==> config.mk <==
export PLATFORM = sky130hd
export DESIGN_NAME = pattern_0101_0110_generator
export DESIGN_NICKNAME = d
export VERILOG_FILES = /design/src/rtl/pattern_0101_0110_generator.sv
export SDC_FILE = /design/constraint.sdc
export NUM_CORES = 1
export LEC_CHECK = 0
export CORE_MARGIN = 4
export CORE_UTILIZATION = 55
export DETAILED_ROUTE_END_ITERATION = 8
export DONT_BUFFER_PORTS = 1
export PLACE_DENSITY = 0.78
export SLEW_MARGIN = 15
export SYNTH_ARGS = -nofsm -noshare
export SYNTH_HDL_FRONTEND = slang
export SYNTH_SLANG_ARGS = --single-unit
==> constraint.sdc <==
create_clock -name clk -period 4.6 [get_ports clk]
set_input_delay 0.23 -clock clk [delete_from_list [all_inputs] [get_ports clk]]
set_output_delay 0.23 -clock clk [all_outputs]
set_load 0.02 [all_outputs]
==> src/rtl/pattern_0101_0110_generator.sv <==
// Serial 0101/0110 pattern transmitter.
// Accepts a command on start/cmd_ready, then shifts the chosen 4-bit pattern
// out MSB-first, repeated `count` times. Repetitions can be separated by
// GAP_CYCLES idle cycles, and a one-cycle done pulse ends the burst.
module pattern_0101_0110_generator #(
  parameter int   CNT_W      = 4,
  parameter int   GAP_CYCLES = 0,
  parameter logic IDLE_BIT   = 1'b1
) (
  input  logic             clk,
  input  logic             reset,
  input  logic             start,
  input  logic             sel,
  input  logic [CNT_W-1:0] count,
  input  logic             abort,
  output logic             cmd_ready,
  output logic             out,
  output logic             out_valid,
  output logic             busy,
  output logic             done
);

  typedef enum logic [1:0] {IDLE, SEND, GAP, DONE} state_t;

  // The gap counter counts down to zero, so it is loaded with one less than
  // the gap length. It is never loaded when GAP_CYCLES is zero.
  localparam logic [3:0] GAP_LOAD = 4'((GAP_CYCLES > 0) ? GAP_CYCLES - 1 : 0);
  localparam bit         HAS_GAP  = (GAP_CYCLES > 0);

  state_t           state, state_nxt;
  logic [1:0]       bit_idx, idx_nxt;
  logic [CNT_W-1:0] reps_left, reps_nxt;
  logic [3:0]       gap_cnt, gap_nxt;
  logic [3:0]       pat, pat_nxt;
  logic             out_nxt, out_valid_nxt, busy_nxt, done_nxt;

  assign cmd_ready = (state == IDLE);

  // State, counters and registered outputs; reset clears everything at once.
  always_ff @(posedge clk or posedge reset) begin
    if (reset) begin
      state     <= IDLE;
      bit_idx   <= 2'd0;
      reps_left <= '0;
      gap_cnt   <= 4'd0;
      pat       <= 4'd0;
      out       <= IDLE_BIT;
      out_valid <= 1'b0;
      busy      <= 1'b0;
      done      <= 1'b0;
    end else begin
      state     <= state_nxt;
      bit_idx   <= idx_nxt;
      reps_left <= reps_nxt;
      gap_cnt   <= gap_nxt;
      pat       <= pat_nxt;
      out       <= out_nxt;
      out_valid <= out_valid_nxt;
      busy      <= busy_nxt;
      done      <= done_nxt;
    end
  end

  // Next-state and counter logic. Outputs are decoded from the next state, so
  // the registered outputs line up with the state they describe.
  always_comb begin
    state_nxt = state;
    idx_nxt   = bit_idx;
    reps_nxt  = reps_left;
    gap_nxt   = gap_cnt;
    pat_nxt   = pat;
    case (state)
      IDLE: begin
        // abort is ignored here, so start always takes priority.
        if (start) begin
          pat_nxt = sel ? 4'b0110 : 4'b0101;
          if (count != '0) begin
            state_nxt = SEND;
            idx_nxt   = 2'd3;
            reps_nxt  = count;
          end else begin
            // An empty burst goes straight to DONE, so reps_left never underflows.
            state_nxt = DONE;
          end
        end
      end
      SEND: begin
        if (abort) begin
          state_nxt = IDLE;
        end else if (bit_idx == 2'd0) begin
          if (reps_left == CNT_W'(1)) begin
            state_nxt = DONE;
          end else begin
            reps_nxt = reps_left - CNT_W'(1);
            idx_nxt  = 2'd3;
            if (HAS_GAP) begin
              state_nxt = GAP;
              gap_nxt   = GAP_LOAD;
            end
          end
        end else begin
          idx_nxt = bit_idx - 2'd1;
        end
      end
      GAP: begin
        if (abort) begin
          state_nxt = IDLE;
        end else if (gap_cnt == 4'd0) begin
          state_nxt = SEND;
          idx_nxt   = 2'd3;
        end else begin
          gap_nxt = gap_cnt - 4'd1;
        end
      end
      DONE: begin
        state_nxt = IDLE;
      end
      default: begin
        state_nxt = IDLE;
      end
    endcase

    out_valid_nxt = (state_nxt == SEND);
    out_nxt       = (state_nxt == SEND) ? pat_nxt[idx_nxt] : IDLE_BIT;
    busy_nxt      = (state_nxt == SEND) || (state_nxt == GAP);
    done_nxt      = (state_nxt == DONE);
  end

endmodule
After elaboration in Yosys (flattened, before gate mapping)
Index checks and enable logic that the tools add are counted.
W data, S select, Z words.

word-level totals
  input port bits = 9
  register bits = 20
  output and inout bits = 5
  word-level logic and storage cells = 63

cells by class
  reductions and logical operators = 8
  $lt $le $gt $ge = 1
  bitwise gates (word level) = 2
  add/subtract/negate cells = 3
  muxes and demuxes = 28
  equality and inequality tests = 12

operator list
  kind                   count
  $mux W2                15
  $mux W4                7
  $eq A2 B2 Y1 const B   4
  $ne A2 B2 Y1 const B   4
  $pmux W2 S4            1
  $pmux W4 S2            1
  $sub A4 B1 Y4 const B  2
  $pmux W2 S3            1
  $reduce_and A6 Y1      1
  $eq A2 B1 Y1 const B   2
  $eq A4 B1 Y1 const B   1
  $logic_not A2 Y1       2
  $logic_not A4 Y1       1
  $reduce_bool A4 Y1     1
  $lt A2 B3 Y1 const B   1
  $reduce_and A3 Y1      1
  $bmux W1 S2            1
  $mux W1                2
  $ne A2 B1 Y1 const B   1
  $not A1 Y1             2
  $reduce_bool A2 Y1     1
  $sub A2 B1 Y2 const B  1
  $logic_or A1 B1 Y1     1

Longest topological paths before layout
  depth in word-level cells = 8
  mapped depth = 10
  gate-level depth less buffers = 9

Least setup slack after synthesis
OpenSTA, ideal clock, no wires.

  kind = register to register
  start point = register reps_left[1]
  end point = register out
  required time = 4519 ps
  period minus slack after synthesis = 1982 ps
  setup slack = 2618 ps
  arrival time = 1901 ps
  buffers on the path = 0
  library setup time = 81 ps
  cell stages (with the launch flop) = 8
  path through = dfrtp_1 -> inv_1 -> ha_1 -> or3b_1 -> o31a_1 -> o41a_1 -> mux2i_1 -> a32oi_1

between the ends
  word-level cells in the longest chain between the ends = 8
  elaborated cells between the ends (all ways) = 13
  classes of those cells = eq/ne (2); mux (11)

ends and longest elaborated chain
  item                           RTL line  source
  from (decl)                    32        logic [CNT_W-1:0] reps_left, reps_nxt;
  from (signal assigned)         54        reps_left <= reps_nxt;
  $eq A4 B1 Y1                   91        if (reps_left == CNT_W'(1)) begin
  $mux W2                        91
  $mux W2                        90        end else if (bit_idx == 2'd0) begin
  $mux W2                        88        if (abort) begin
  $pmux W2 S3                    72        case (state)
  via idx_nxt[0]                 31        logic [1:0] bit_idx, idx_nxt;
  $bmux W1 S2                    124       out_nxt = (state_nxt == SEND) ? pat_nxt[idx_nxt] : IDLE_BIT;
  $mux W1 (implied by the code)  124
  $mux W1                        124
  via out_nxt                    35        logic out_nxt, out_valid_nxt, busy_nxt, done_nxt;
  to (signal assigned)           57        out <= out_nxt;
  to (decl)                      17        output logic out,

The timed path passes the listed nets, and every way through them passes these cells. The select of a mux whose other input is x is not followed.
A chain may end at the register's enable or synchronous reset.

Worst setup path in the final report
  start point = register state[1]
  end point = register out

between the ends
  elaborated cells between the ends (all ways) = 17
  classes of those cells = eq/ne (4); mux (12); reduce/logical (1)

RTL lines
  item                                        RTL line  source
  from (decl)                                 30        state_t state, state_nxt;
  from (signal assigned)                      52        state <= state_nxt;
  $eq A2 B2 Y1, or another cell as far along  72
  $pmux W2 S4 *                               72
  via state_nxt[0]                            30
  $eq A2 B1 Y1 *                              --
  via out_valid_nxt                           35
  $mux W1 *                                   124
  via out_nxt                                 35

Mark *: on every way through the listed nets, which the timed path passes. The rest lies on a longest branch. The select of a mux whose other input is x is not followed.

==> summary.txt <==
Tmin final - 2.256 ns
Ant. Diodes - 0
worst path cell trace - nor2b_1 > a21oi_1 > o21ai_0 > ha_1 > o21ai_0 > a211oi_1 > a32oi_1
grt total ovfl - 0
Synth warnings - 0
initial drt markers - 11
Hold Fails Final Rpt - 0
CP peak stage delay - 0.57 ns
via/cell ratio - 5.739
cell count after synthesis - 109
Mean Syn Cell Area - 9.803 um2
internal power - 0.2991 mW
boundary pin count - 14
Reg2Reg Setup Slack - 2.34 ns
DRC Markers - 0
starting density of the core - 59.93%
routability congestion estimate from global placement - 0.8343
RSZ-0062 raised after global routing - false
final cell count without fillers - 134
total iterations of the first detailed-routing run - 4
Crit Reg-Reg Endpoint - out$_DFF_PP1_
Clock Sinks - 20
Die Ht - 52.08 um
NumNets Final - 124
Rows - 15
met3 Use GR - 4.871%
die area - 2712 um2
CTS H-tree depth - 1
Setup Skew - 0.002200 ns
Main synth FF type - dfrtp_1
commonest non-fill, non-tap cell in the layout - dfrtp_1
clk buf depth - 2
Min-Delay Path Depth - 1
Max-slew headroom - 51.00%
most frequent cells in the layout - dfrtp_1 (19), o21ai_0 (10), inv_1 (9), nand2_1 (9)
Top cell by count, worst path - o21ai_0
Peak VDD IR - 247.9 uV
Final HPWL DP - 1498 um
Tot Pwr - 0.4561 mW
Buffers on Ports - 0
vias in the first global route - 795
clock buffer count from CTS - 3
Worst path depth - 7
worst hold path class - in2reg
Worst setup EP type - flip-flop
final setup fails - 0
final antenna-violating net count - 0
first-pass GRT wire length - 3305 um
Worst-Skew Late Latency - 0.30 ns
Inst Count DP - 129
crit path kind - reg2reg
max cap viols - 0
met1 usage - 18.58%
Leakage - 0.4841 nW
EDFF count, synth - 0
WL final - 1962 um
Worst EP arrival - 2.49 ns
Synthesized Nets - 123
r2r startpoint - state[1]$_DFF_PP0_
Crit path buffers/inverters - 0
register area share after synthesis - 46.96%
worst hold start - sel
drt wl/cell - 14.64 um
Distinct cells, synth - 36
Max Freq - 443.3 MHz
routed vias - 769
layout cells sized above 1 - 7.339%
Clk network pwr share - 19.1%
Synth Cell Area - 1069 um2
ys async rst share - 100.0%
Crit Path Max Fanout - 12
Slew @ Worst Pin - 0.7341 ns
# Post-CTS Setup Buffers - 0
largest net degree at the start of global routing - 21
Die X - 52.08 um
CTS root buf - clkbuf_4
initial antenna violation count - 0
synth-to-layout area growth - 4.450%
WP data required - 4.84 ns
Seq pwr share - 55.2%
Startpoint Class - flip-flop
Clock Pin Slew Worst Setup and Hold Paths - 0.11 ns
GR peak layer - met2
period utilization - 49.04%
Total GRT Usage - 16.70%
cts repair resizes - 0
Switching Power - 0.1571 mW
crit-path leading delay family - compound AO/OA/AOI/OAI gates
CTS tree - built
reg2reg path depth - 7
core area - 1783 um2
status - finished, final reports clean
Gate power share - 25.7%
Yosys reg bits - 20
setup_tns - 0 ns
met2 usage - 27.82%
switching share of power - 34.43%
Slowest-stage cell, CP - nor2b_1
end of the worst hold path - pat[0]$_DFF_PP0_
Max Slew Vio Count - 0
Pwr per Cell Area - 408.7 nW/um2
==> worst max-delay path by stage <==
stage                                  start       endpoint  slack [ns]
floorplan           reps_left[1]$_DFFE_PP0P_  out$_DFF_PP1_        2.62
global placement          state[0]$_DFF_PP0_  out$_DFF_PP1_        2.38
detailed placement        state[0]$_DFF_PP0_  out$_DFF_PP1_        2.36
CTS                       state[0]$_DFF_PP0_  out$_DFF_PP1_        2.32
global route              state[0]$_DFF_PP0_  out$_DFF_PP1_        2.07
finish                    state[1]$_DFF_PP0_  out$_DFF_PP1_        2.34
==> layout make-up <==
| class | count | area (um2) |
|---|---|---|
| Clock buffer | 4 | 26.28 |
| Timing Repair Buffer | 1 | 10.01 |
| Inverter | 9 | 33.78 |
| Fill cell | 153 | 666.9 |
| Tap cell | 25 | 31.28 |
| Sequential cell | 20 | 501.7 |
| Multi-Input combinational cell | 75 | 513.0 |
==> layer usage <==
layer / vias to the layer above / share of wire [%]
met5: - / 0
met4: 0 / 2.7
met3: 7 / 4.9
met2: 13 / 48
met1: 364 / 44
li1: 385 / -
==> registers in the layout, indices dropped and copies added, names as in the netlist <==
| name | flops |
|---|---|
| out_valid | 1 |
| pat | 4 |
| reps_left | 4 |
| busy | 1 |
| bit_idx | 2 |
| gap_cnt | 4 |
| state | 2 |
| out | 1 |
| done | 1 |
==> what timing repair did <==
item	in CTS	in global routing
endpoints found under the hold margin	19	0
endpoints found under the setup margin	0	0
hold buffers	1	0
==> logic make-up (layout without fill, tap and decap cells) <==
group	Yosys count	after routing	share of synthesized area [%]
AND/OR/NAND/NOR	39	39	22.01
AO/OA/AOI/OAI	27	27	16.51
flip-flops	20	20	46.96
buffers and inverters	14	14	5.034
adder cells (fa/ha/maj)	5	5	5.855
XOR/XNOR	2	2	1.640
multiplexers	2	2	1.991
==> cell usage after synthesis (3+ instances only) <==
cell	count	share of area [%]
nand2_1	9	3.2
nor2_1	3	1.1
nor2b_1	3	1.8
o21ai_0	10	4.7
or3b_1	3	2.5
a21oi_1	6	2.8
nand2b_1	6	3.5
inv_1	9	3.2
ha_1	5	5.9
dfrtp_1	19	44
nor3b_1	3	2.1
nand3_1	4	1.9
clkbuf_1	4	1.4
==> metrics by stage <==
stage / cell area (um2) / util [%] / hold slack, ns / setup WS, ns
global placement: 1080 / 60.56 / 0.2843 / 2.383
floorplan: 1069 / - / 0.1931 / 2.618
finish: 1116 / 62.60 / 0.07893 / 2.344
CTS: 1116 / 62.60 / 0.08338 / 2.318
detailed placement: 1080 / 60.56 / 0.2919 / 2.364
global route: 1116 / 62.60 / 0.08318 / 2.074
==> power groups by stage <==
stage	Clock, mW	Combinational, mW	Sequential [mW]
final	0.0872	0.117	0.252
after global routing	0.0954	0.135	0.257
after CTS	0.0897	0.118	0.252
after detailed placement	0	0.116	0.255
after global placement	0	0.112	0.253
after floorplan	0	0.0992	0.246
No activity file was read; power rests on OpenSTA's default activity.
